<file path="src/rtl/voice_mixer_pkg.sv">
// Shared definitions for the voice mixer: register map, FSM states, saturation.
// Latency: n/a (constants and a pure function).
// Backpressure: n/a.
package voice_mixer_pkg;

  localparam int          REG_ADDR_WIDTH      = 12;
  localparam logic [11:0] MIX_REG_MUTE        = 12'h000;
  localparam logic [11:0] MIX_REG_STATUS      = 12'h001;
  localparam logic [5:0]  MIX_REG_GAIN_OFFSET = 6'h07;

  typedef enum logic [1:0] {
    IDLE,
    ACCUM,
    SCALE,
    OUTPUT
  } mix_state_t;

  // Clamp a signed value into the range of a signed 'width'-bit number.
  // Callers compare the result with the input to detect clipping.
  function automatic logic signed [63:0] saturate(input logic signed [63:0] value,
                                                  input int width);
    logic signed [63:0] hi;
    logic signed [63:0] lo;
    hi = (64'sd1 <<< (width - 1)) - 64'sd1;
    lo = -(64'sd1 <<< (width - 1));
    if (value > hi) return hi;
    if (value < lo) return lo;
    return value;
  endfunction

endpackage

</file>
<file path="src/rtl/voice_mixer_if.sv">
// Bundles the mixer's sample path and register bus into one connection.
// Latency: n/a (wiring only).
// Backpressure: none; strobes arriving while the mixer is busy are dropped by the mixer.
// Ports: i_SampleStrobe/i_VoiceSamples in, register write/read bus in,
//        o_RegisterReadData, o_Sample, o_SampleValid, o_Busy out.
interface voice_mixer_if #(
  parameter int NUM_VOICES      = 8,
  parameter int SAMPLE_WIDTH    = 24,
  parameter int REG_VALUE_WIDTH = 24
) ();
  import voice_mixer_pkg::*;

  logic                               i_SampleStrobe;
  logic [NUM_VOICES*SAMPLE_WIDTH-1:0] i_VoiceSamples;
  logic [REG_ADDR_WIDTH-1:0]          i_RegisterNumber;
  logic [REG_VALUE_WIDTH-1:0]         i_RegisterValue;
  logic                               i_RegisterWriteEnable;
  logic                               i_RegisterReadEnable;
  logic [REG_VALUE_WIDTH-1:0]         o_RegisterReadData;
  logic [SAMPLE_WIDTH-1:0]            o_Sample;
  logic                               o_SampleValid;
  logic                               o_Busy;

  modport master (
    output i_SampleStrobe, i_VoiceSamples, i_RegisterNumber, i_RegisterValue,
           i_RegisterWriteEnable, i_RegisterReadEnable,
    input  o_RegisterReadData, o_Sample, o_SampleValid, o_Busy
  );

  modport slave (
    input  i_SampleStrobe, i_VoiceSamples, i_RegisterNumber, i_RegisterValue,
           i_RegisterWriteEnable, i_RegisterReadEnable,
    output o_RegisterReadData, o_Sample, o_SampleValid, o_Busy
  );
endinterface

</file>
<file path="src/rtl/voice_mixer_mac.sv">
// Signed sample times unsigned gain, accumulated into a guarded register.
// Latency: 1 cycle from i_Enable to o_Acc update; i_Clear wins over i_Enable.
// Backpressure: none; accumulates every enabled cycle.
// Ports: i_Clock, i_Reset, i_Clear, i_Enable, i_Sample (signed), i_Gain (unsigned), o_Acc.
module mixer_mac #(
  parameter int SAMPLE_WIDTH = 24,
  parameter int GAIN_WIDTH   = 16,
  parameter int ACC_WIDTH    = 44
) (
  input  logic                           i_Clock,
  input  logic                           i_Reset,
  input  logic                           i_Clear,
  input  logic                           i_Enable,
  input  logic signed [SAMPLE_WIDTH-1:0] i_Sample,
  input  logic [GAIN_WIDTH-1:0]          i_Gain,
  output logic signed [ACC_WIDTH-1:0]    o_Acc
);
  localparam int PROD_WIDTH = SAMPLE_WIDTH + GAIN_WIDTH + 1;

  logic signed [PROD_WIDTH-1:0] samp_ext;
  logic signed [PROD_WIDTH-1:0] gain_ext;
  logic signed [PROD_WIDTH-1:0] product;

  // Gain is zero-extended so the multiply treats it as unsigned.
  assign samp_ext = {{(PROD_WIDTH-SAMPLE_WIDTH){i_Sample[SAMPLE_WIDTH-1]}}, i_Sample};
  assign gain_ext = {{(PROD_WIDTH-GAIN_WIDTH){1'b0}}, i_Gain};
  assign product  = samp_ext * gain_ext;

  always_ff @(posedge i_Clock) begin
    if (i_Reset || i_Clear) begin
      o_Acc <= '0;
    end else if (i_Enable) begin
      o_Acc <= o_Acc + ACC_WIDTH'(product);
    end
  end
endmodule

</file>
<file path="src/rtl/voice_mixer.sv">
// Mixes NUM_VOICES signed samples with per-voice gain/mute into one saturated sample.
// Latency: strobe in cycle 0 -> o_SampleValid in cycle NUM_VOICES+2; one voice per clock.
// Backpressure: none; strobes while busy (including the output cycle) are dropped and flag OVERRUN.
// Ports: i_Clock, i_Reset (sync, active high), bus (voice_mixer_if.slave: samples, strobe,
//        register bus, o_Sample, o_SampleValid, o_Busy, o_RegisterReadData).
module voice_mixer
  import voice_mixer_pkg::*;
#(
  parameter int NUM_VOICES      = 8,
  parameter int SAMPLE_WIDTH    = 24,
  parameter int GAIN_WIDTH      = 16,
  parameter int REG_VALUE_WIDTH = 24
) (
  input logic          i_Clock,
  input logic          i_Reset,
  voice_mixer_if.slave bus
);
  localparam int GUARD_BITS = $clog2(NUM_VOICES);
  localparam int ACC_WIDTH  = SAMPLE_WIDTH + GAIN_WIDTH + 1 + GUARD_BITS;
  localparam int SEL_WIDTH  = (NUM_VOICES > 1) ? $clog2(NUM_VOICES) : 1;
  localparam logic [SEL_WIDTH-1:0]  LAST_SEL     = SEL_WIDTH'(NUM_VOICES - 1);
  localparam logic [5:0]            NUM_VOICES_6 = 6'(NUM_VOICES);
  localparam logic [GAIN_WIDTH-1:0] GAIN_UNITY   = {1'b1, {(GAIN_WIDTH-1){1'b0}}};

  mix_state_t state_q, state_d;

  // Live register file.
  logic [GAIN_WIDTH-1:0] gain_q [NUM_VOICES];
  logic [NUM_VOICES-1:0] mute_q;
  logic                  overrun_q, clip_q;
  logic [REG_VALUE_WIDTH-1:0] rd_d, rd_q;

  // Frame snapshot, so register writes mid-frame only affect the next frame.
  logic [NUM_VOICES*SAMPLE_WIDTH-1:0] samp_snap;
  logic [GAIN_WIDTH-1:0]              gain_snap [NUM_VOICES];
  logic [NUM_VOICES-1:0]              mute_snap;

  logic [SEL_WIDTH-1:0]           voice_sel;
  logic                           start, mac_en, load_out, busy, valid;
  logic signed [SAMPLE_WIDTH-1:0] mac_sample, out_q;
  logic [GAIN_WIDTH-1:0]          mac_gain;
  logic signed [ACC_WIDTH-1:0]    acc, acc_scaled;
  logic signed [63:0]             acc_wide, acc_sat;
  logic                           clipped;

  logic [5:0] reg_voice, gain_sel;
  logic       gain_hit, gain_wr, mute_wr, status_wr, overrun_set, clip_set;

  // Register decode: gain registers live at {voice, 6'h07} for voices 1..NUM_VOICES.
  assign reg_voice = bus.i_RegisterNumber[11:6];
  assign gain_sel  = reg_voice - 6'd1;
  assign gain_hit  = (bus.i_RegisterNumber[5:0] == MIX_REG_GAIN_OFFSET) &&
                     (reg_voice != 6'd0) && (reg_voice <= NUM_VOICES_6);
  assign gain_wr   = bus.i_RegisterWriteEnable && gain_hit;
  assign mute_wr   = bus.i_RegisterWriteEnable && (bus.i_RegisterNumber == MIX_REG_MUTE);
  assign status_wr = bus.i_RegisterWriteEnable && (bus.i_RegisterNumber == MIX_REG_STATUS);

  assign overrun_set = bus.i_SampleStrobe && (state_q != IDLE);
  assign clip_set    = load_out && clipped;

  always_comb begin
    rd_d = '0;
    if (bus.i_RegisterNumber == MIX_REG_MUTE) begin
      rd_d = REG_VALUE_WIDTH'(mute_q);
    end else if (bus.i_RegisterNumber == MIX_REG_STATUS) begin
      rd_d = REG_VALUE_WIDTH'({clip_q, overrun_q});
    end else if (gain_hit) begin
      for (int v = 0; v < NUM_VOICES; v++) begin
        if (gain_sel == 6'(v)) rd_d = REG_VALUE_WIDTH'(gain_q[v]);
      end
    end
  end

  // Status bits are sticky; a set in the same cycle as a write-1-to-clear wins.
  always_ff @(posedge i_Clock) begin
    if (i_Reset) begin
      for (int v = 0; v < NUM_VOICES; v++) gain_q[v] <= GAIN_UNITY;
      mute_q    <= '0;
      overrun_q <= 1'b0;
      clip_q    <= 1'b0;
      rd_q      <= '0;
    end else begin
      for (int v = 0; v < NUM_VOICES; v++) begin
        if (gain_wr && (gain_sel == 6'(v))) gain_q[v] <= GAIN_WIDTH'(bus.i_RegisterValue);
      end
      if (mute_wr) mute_q <= NUM_VOICES'(bus.i_RegisterValue);
      overrun_q <= overrun_set || (overrun_q && !(status_wr && bus.i_RegisterValue[0]));
      clip_q    <= clip_set    || (clip_q    && !(status_wr && bus.i_RegisterValue[1]));
      if (bus.i_RegisterReadEnable) rd_q <= rd_d;
    end
  end

  always_ff @(posedge i_Clock) begin
    if (start) begin
      samp_snap <= bus.i_VoiceSamples;
      gain_snap <= gain_q;
      mute_snap <= mute_q;
    end
  end

  // Current voice operands; a muted voice contributes through a zero gain.
  always_comb begin
    mac_sample = '0;
    mac_gain   = '0;
    for (int v = 0; v < NUM_VOICES; v++) begin
      if (voice_sel == SEL_WIDTH'(v)) begin
        mac_sample = samp_snap[v*SAMPLE_WIDTH +: SAMPLE_WIDTH];
        mac_gain   = mute_snap[v] ? '0 : gain_snap[v];
      end
    end
  end

  mixer_mac #(
    .SAMPLE_WIDTH (SAMPLE_WIDTH),
    .GAIN_WIDTH   (GAIN_WIDTH),
    .ACC_WIDTH    (ACC_WIDTH)
  ) u_mac (
    .i_Clock  (i_Clock),
    .i_Reset  (i_Reset),
    .i_Clear  (start),
    .i_Enable (mac_en),
    .i_Sample (mac_sample),
    .i_Gain   (mac_gain),
    .o_Acc    (acc)
  );

  // Arithmetic shift floors toward -inf; unity gain is 2^(GAIN_WIDTH-1).
  assign acc_scaled = acc >>> (GAIN_WIDTH - 1);
  assign acc_wide   = 64'(acc_scaled);
  assign acc_sat    = saturate(acc_wide, SAMPLE_WIDTH);
  assign clipped    = (acc_sat != acc_wide);

  always_comb begin
    state_d  = state_q;
    start    = 1'b0;
    mac_en   = 1'b0;
    load_out = 1'b0;
    busy     = 1'b0;
    valid    = 1'b0;
    case (state_q)
      IDLE: begin
        if (bus.i_SampleStrobe) begin
          start   = 1'b1;
          state_d = ACCUM;
        end
      end
      ACCUM: begin
        busy   = 1'b1;
        mac_en = 1'b1;
        if (voice_sel == LAST_SEL) state_d = SCALE;
      end
      SCALE: begin
        busy     = 1'b1;
        load_out = 1'b1;
        state_d  = OUTPUT;
      end
      OUTPUT: begin
        valid   = 1'b1;
        state_d = IDLE;
      end
      default: state_d = IDLE;
    endcase
  end

  always_ff @(posedge i_Clock) begin
    if (i_Reset) begin
      state_q   <= IDLE;
      voice_sel <= '0;
      out_q     <= '0;
    end else begin
      state_q <= state_d;
      if (start) begin
        voice_sel <= '0;
      end else if (mac_en && (voice_sel != LAST_SEL)) begin
        voice_sel <= voice_sel + SEL_WIDTH'(1);
      end
      if (load_out) out_q <= SAMPLE_WIDTH'(acc_sat);
    end
  end

  assign bus.o_Sample           = out_q;
  assign bus.o_SampleValid      = valid;
  assign bus.o_Busy             = busy;
  assign bus.o_RegisterReadData = rd_q;
endmodule

</file>
<file path="src/flat_wrapper.sv">
// flat-port wrapper written by rule: the top's interface ports become plain ports
module voice_mixer_flat import voice_mixer_pkg::*;
#(
  parameter int NUM_VOICES      = 8,
  parameter int SAMPLE_WIDTH    = 24,
  parameter int GAIN_WIDTH      = 16,
  parameter int REG_VALUE_WIDTH = 24
)
  (i_Clock, i_Reset, bus_i_SampleStrobe, bus_i_VoiceSamples, bus_i_RegisterNumber, bus_i_RegisterValue, bus_i_RegisterWriteEnable, bus_i_RegisterReadEnable, bus_o_RegisterReadData, bus_o_Sample, bus_o_SampleValid, bus_o_Busy);
  voice_mixer_if #(.NUM_VOICES(NUM_VOICES), .SAMPLE_WIDTH(SAMPLE_WIDTH), .REG_VALUE_WIDTH(REG_VALUE_WIDTH)) bus_i ();
  input logic i_Clock;
  input logic i_Reset;
  input wire logic [$bits(bus_i.i_SampleStrobe)-1:0] bus_i_SampleStrobe;
  input wire logic [$bits(bus_i.i_VoiceSamples)-1:0] bus_i_VoiceSamples;
  input wire logic [$bits(bus_i.i_RegisterNumber)-1:0] bus_i_RegisterNumber;
  input wire logic [$bits(bus_i.i_RegisterValue)-1:0] bus_i_RegisterValue;
  input wire logic [$bits(bus_i.i_RegisterWriteEnable)-1:0] bus_i_RegisterWriteEnable;
  input wire logic [$bits(bus_i.i_RegisterReadEnable)-1:0] bus_i_RegisterReadEnable;
  output wire logic [$bits(bus_i.o_RegisterReadData)-1:0] bus_o_RegisterReadData;
  output wire logic [$bits(bus_i.o_Sample)-1:0] bus_o_Sample;
  output wire logic [$bits(bus_i.o_SampleValid)-1:0] bus_o_SampleValid;
  output wire logic [$bits(bus_i.o_Busy)-1:0] bus_o_Busy;
  assign bus_i.i_SampleStrobe = bus_i_SampleStrobe;
  assign bus_i.i_VoiceSamples = bus_i_VoiceSamples;
  assign bus_i.i_RegisterNumber = bus_i_RegisterNumber;
  assign bus_i.i_RegisterValue = bus_i_RegisterValue;
  assign bus_i.i_RegisterWriteEnable = bus_i_RegisterWriteEnable;
  assign bus_i.i_RegisterReadEnable = bus_i_RegisterReadEnable;
  assign bus_o_RegisterReadData = bus_i.o_RegisterReadData;
  assign bus_o_Sample = bus_i.o_Sample;
  assign bus_o_SampleValid = bus_i.o_SampleValid;
  assign bus_o_Busy = bus_i.o_Busy;
  voice_mixer #(.NUM_VOICES(NUM_VOICES), .SAMPLE_WIDTH(SAMPLE_WIDTH), .GAIN_WIDTH(GAIN_WIDTH), .REG_VALUE_WIDTH(REG_VALUE_WIDTH)) u_core (.i_Clock(i_Clock), .i_Reset(i_Reset), .bus(bus_i));
endmodule
</file>
<file path="config.mk">
export PLATFORM = sky130hd
export DESIGN_NAME = voice_mixer_flat
export DESIGN_NICKNAME = d
export VERILOG_FILES = /design/src/rtl/voice_mixer_pkg.sv /design/src/rtl/voice_mixer_if.sv /design/src/rtl/voice_mixer_mac.sv /design/src/rtl/voice_mixer.sv /design/src/flat_wrapper.sv
export SDC_FILE = /design/constraint.sdc
export NUM_CORES = 2
export LEC_CHECK = 0
export CAP_MARGIN = 20
export CELL_PAD_IN_SITES_DETAIL_PLACEMENT = 1
export CELL_PAD_IN_SITES_GLOBAL_PLACEMENT = 2
export CORE_MARGIN = 5
export CORE_UTILIZATION = 39
export DETAILED_ROUTE_END_ITERATION = 16
export PLACE_DENSITY = 0.91
export SKIP_CTS_REPAIR_TIMING = 1
export SYNTH_ARGS = -nofsm -noshare
export SYNTH_HDL_FRONTEND = slang
export SYNTH_SLANG_ARGS = --single-unit
</file>
<file path="constraint.sdc">
create_clock -name i_Clock -period 16.9 [get_ports i_Clock]
set_input_delay 3.38 -clock i_Clock [delete_from_list [all_inputs] [get_ports i_Clock]]
set_output_delay 3.38 -clock i_Clock [all_outputs]
set_load 0.02 [all_outputs]
</file>
==> results.cfg <==
[die]
die_width_um = 327
num_rows = 116
core_area_sq_um = 99900
io-pin-count = 283
fp.dieH_um = 327
start_util = 0.392
die-area_sq_um = 107000

[clocking]
clk_pin_slew_ns = 0.06
insertion_delay_ns = 0.67
cts_buffer_depth = 3
cts_made_buffers = 60
cts_max_level = 2
clock-sinks = 555
tritoncts = done
cts_root_buf = clkbuf_16

[synth]
synth_top_area_share = 0.252
ys_ff_latch = 555
yosys-top-cells-area = edfxtp_1 (25%), fa_1 (23%), dfxtp_1 (12%)
yosys.area.top_type = edfxtp_1
synth_edf_count = 328
syn-mean-instance-area_sq_um = 10.0
synth_cell_types = 84
synth-async-reset-ratio = 0
yosysSeqAreaShare = 0.368
synth_cells = 3905
ys.flop_type = edfxtp_1
syn_area_sq_um = 39100
yosys_warnings = 0

[timing]
finalSetupTns_ns = 0
fin_hold_ws_ns = 0.458
tightest_slew_ns = 1.29
finalClockSkew_ns = 0.0147
maxSlewViolCount = 0
rsz0062_at_grt = no
layout_min_cycle_time_ns = 9.86
fin_crit_sh = 0.584
fmax_ghz = 0.101
relSlewSlack = 0.141
setup_violations = 0
hold_viol = 0

[placement]
hpwl_um = 96500
numPortBuffers = 266
place.gp.congestion = 0.870

[finish]
drive_gt1_frac = 0.0590
final_cell_mix = inv_1 (610), nand2_1 (481), fa_1 (445), nor2_1 (406), edfxtp_1 (328)
final_common_cell = inv_1
fin_nets = 4846
postLayoutCoreUtil = 0.446
area_growth_pct = 13.9

[setup_path]
cpPeakStageDelay_ns = 0.90
endpoint_kind = register
crit_type = reg -> reg
arrival_ns = 10.37
crit_fanout = 25
rrSetupSlack_ns = 7.04
worstPathRequired_ns = 17.41
slowest_stage = nor2b_2
cp-start-kind = register

[route]
vias = 29700
wl_per_cell_um = 24.2
first_iter_violations = 2547
drt_drc_violations_left = 0
detail_route.first_pass.iterations = 6
avgViaCountPerCell = 5.49
routed_wl_um = 131000
drtAntennaViolNets = 0

[grt]
antenna_found_initial = 7
grt_usage = 0.242
grt_max_degree = 92
grt_pass1_vias = 32200
grt_pass1_wl_um = 199000
gr-total-overflow = 0

[hold_path]
hold_class = reg -> reg

[run_status]
status = completed

[job]
maxCapViolations = 0
-- final cells by class --
type                    instances  area, sq um
well taps                    1298         1620
diodes                          8         20.0
clock buffers                  84         1760
multi-input cells            2510        21100
flip-flops and latches        555        14400
repair buffers                313         3030
fillers                     11100        55300
clock inverters                30          259
inverters                     610         2290
-- path summary, 6_finish.rpt --
path,start,to,depth (start not counted)
worst min register to register,u_core.gain_q[111],u_core.gain_snap[111],0
worst max register to register,u_core.voice_sel[2],u_core.u_mac.o_Acc[38],28
worst max-delay path,u_core.voice_sel[2],u_core.u_mac.o_Acc[38],28
worst min-delay path,u_core.gain_q[111],u_core.gain_snap[111],0
-- worst max-delay path: cells and delay by family, from the launching register on --
family / cells / cell delay (ns)
DFF: 1 / 0.55
adders and majority gates: 8 / 4.07
AOI/OAI and AO/OA: 11 / 2.78
buffers and inverters: 6 / 0.53
and+or+nand+nor: 3 / 1.71
-- kinds of logic after synthesis --
family / synth area share
DFF: 0.368
buffers and inverters: 0.0936
adders and majority gates: 0.266
muxes: 0.00854
and+or+nand+nor: 0.137
AOI/OAI and AO/OA: 0.121
xor gates and xnor gates: 0.00650
other: 0.0000959
-- synthesized netlist by cell type, drive strengths merged, types with 13 or more instances --
cell type,count
edfxtp,328
a221o,49
nor3,57
a22o,19
a2bb2oi,19
xnor2,20
mux2i,30
dfxtp,227
inv,610
a21o,23
clkbuf,143
nand3,35
fa,445
a31oi,34
buf,91
nor3b,21
nand2,492
nor2b,28
and3,19
nor2,420
ha,118
nand2b,54
a211oi,25
or2,13
a21oi,254
a221oi,69
o21ai,64
a311oi,27
nand3b,14
o311ai,30
-- per-stage QoR --
step	std cells	cell area [sq um]	setup WS (ns)
after floorplan	3912	39100	4.12
after global placement	5284	42500	7.15
after detailed placement	5284	42500	7.02
after CTS	5398	44500	6.99
after global routing	5407	44500	6.56
final	5408	44500	7.04
-- metal layers --
layer	GRT usage	vias to the layer above	part of all wire	wire [um]
li1	-	13100	-	-
met1	0.331	15400	0.43	56700
met2	0.404	965	0.48	62600
met3	0.0384	182	0.062	8140
met4	0.0646	0	0.026	3380
met5	0	-	0	0
-- flip-flops by register name, indices dropped and copies added, names as in the netlist --
name                           flops
u_core.samp_snap                 192
u_core.gain_q                    128
u_core.gain_snap                 128
u_core.u_mac.o_Acc                44
u_core.bus.o_Sample               24
u_core.bus.o_RegisterReadData     16
u_core.mute_q                      8
u_core.mute_snap                   8
u_core.voice_sel                   3
u_core.state_q                     2
u_core.clip_q                      1
u_core.overrun_q                   1
Power is left out: the tool's default activity adds up to more than one toggle a clock period on the data nets, which glitch-free logic cannot reach.
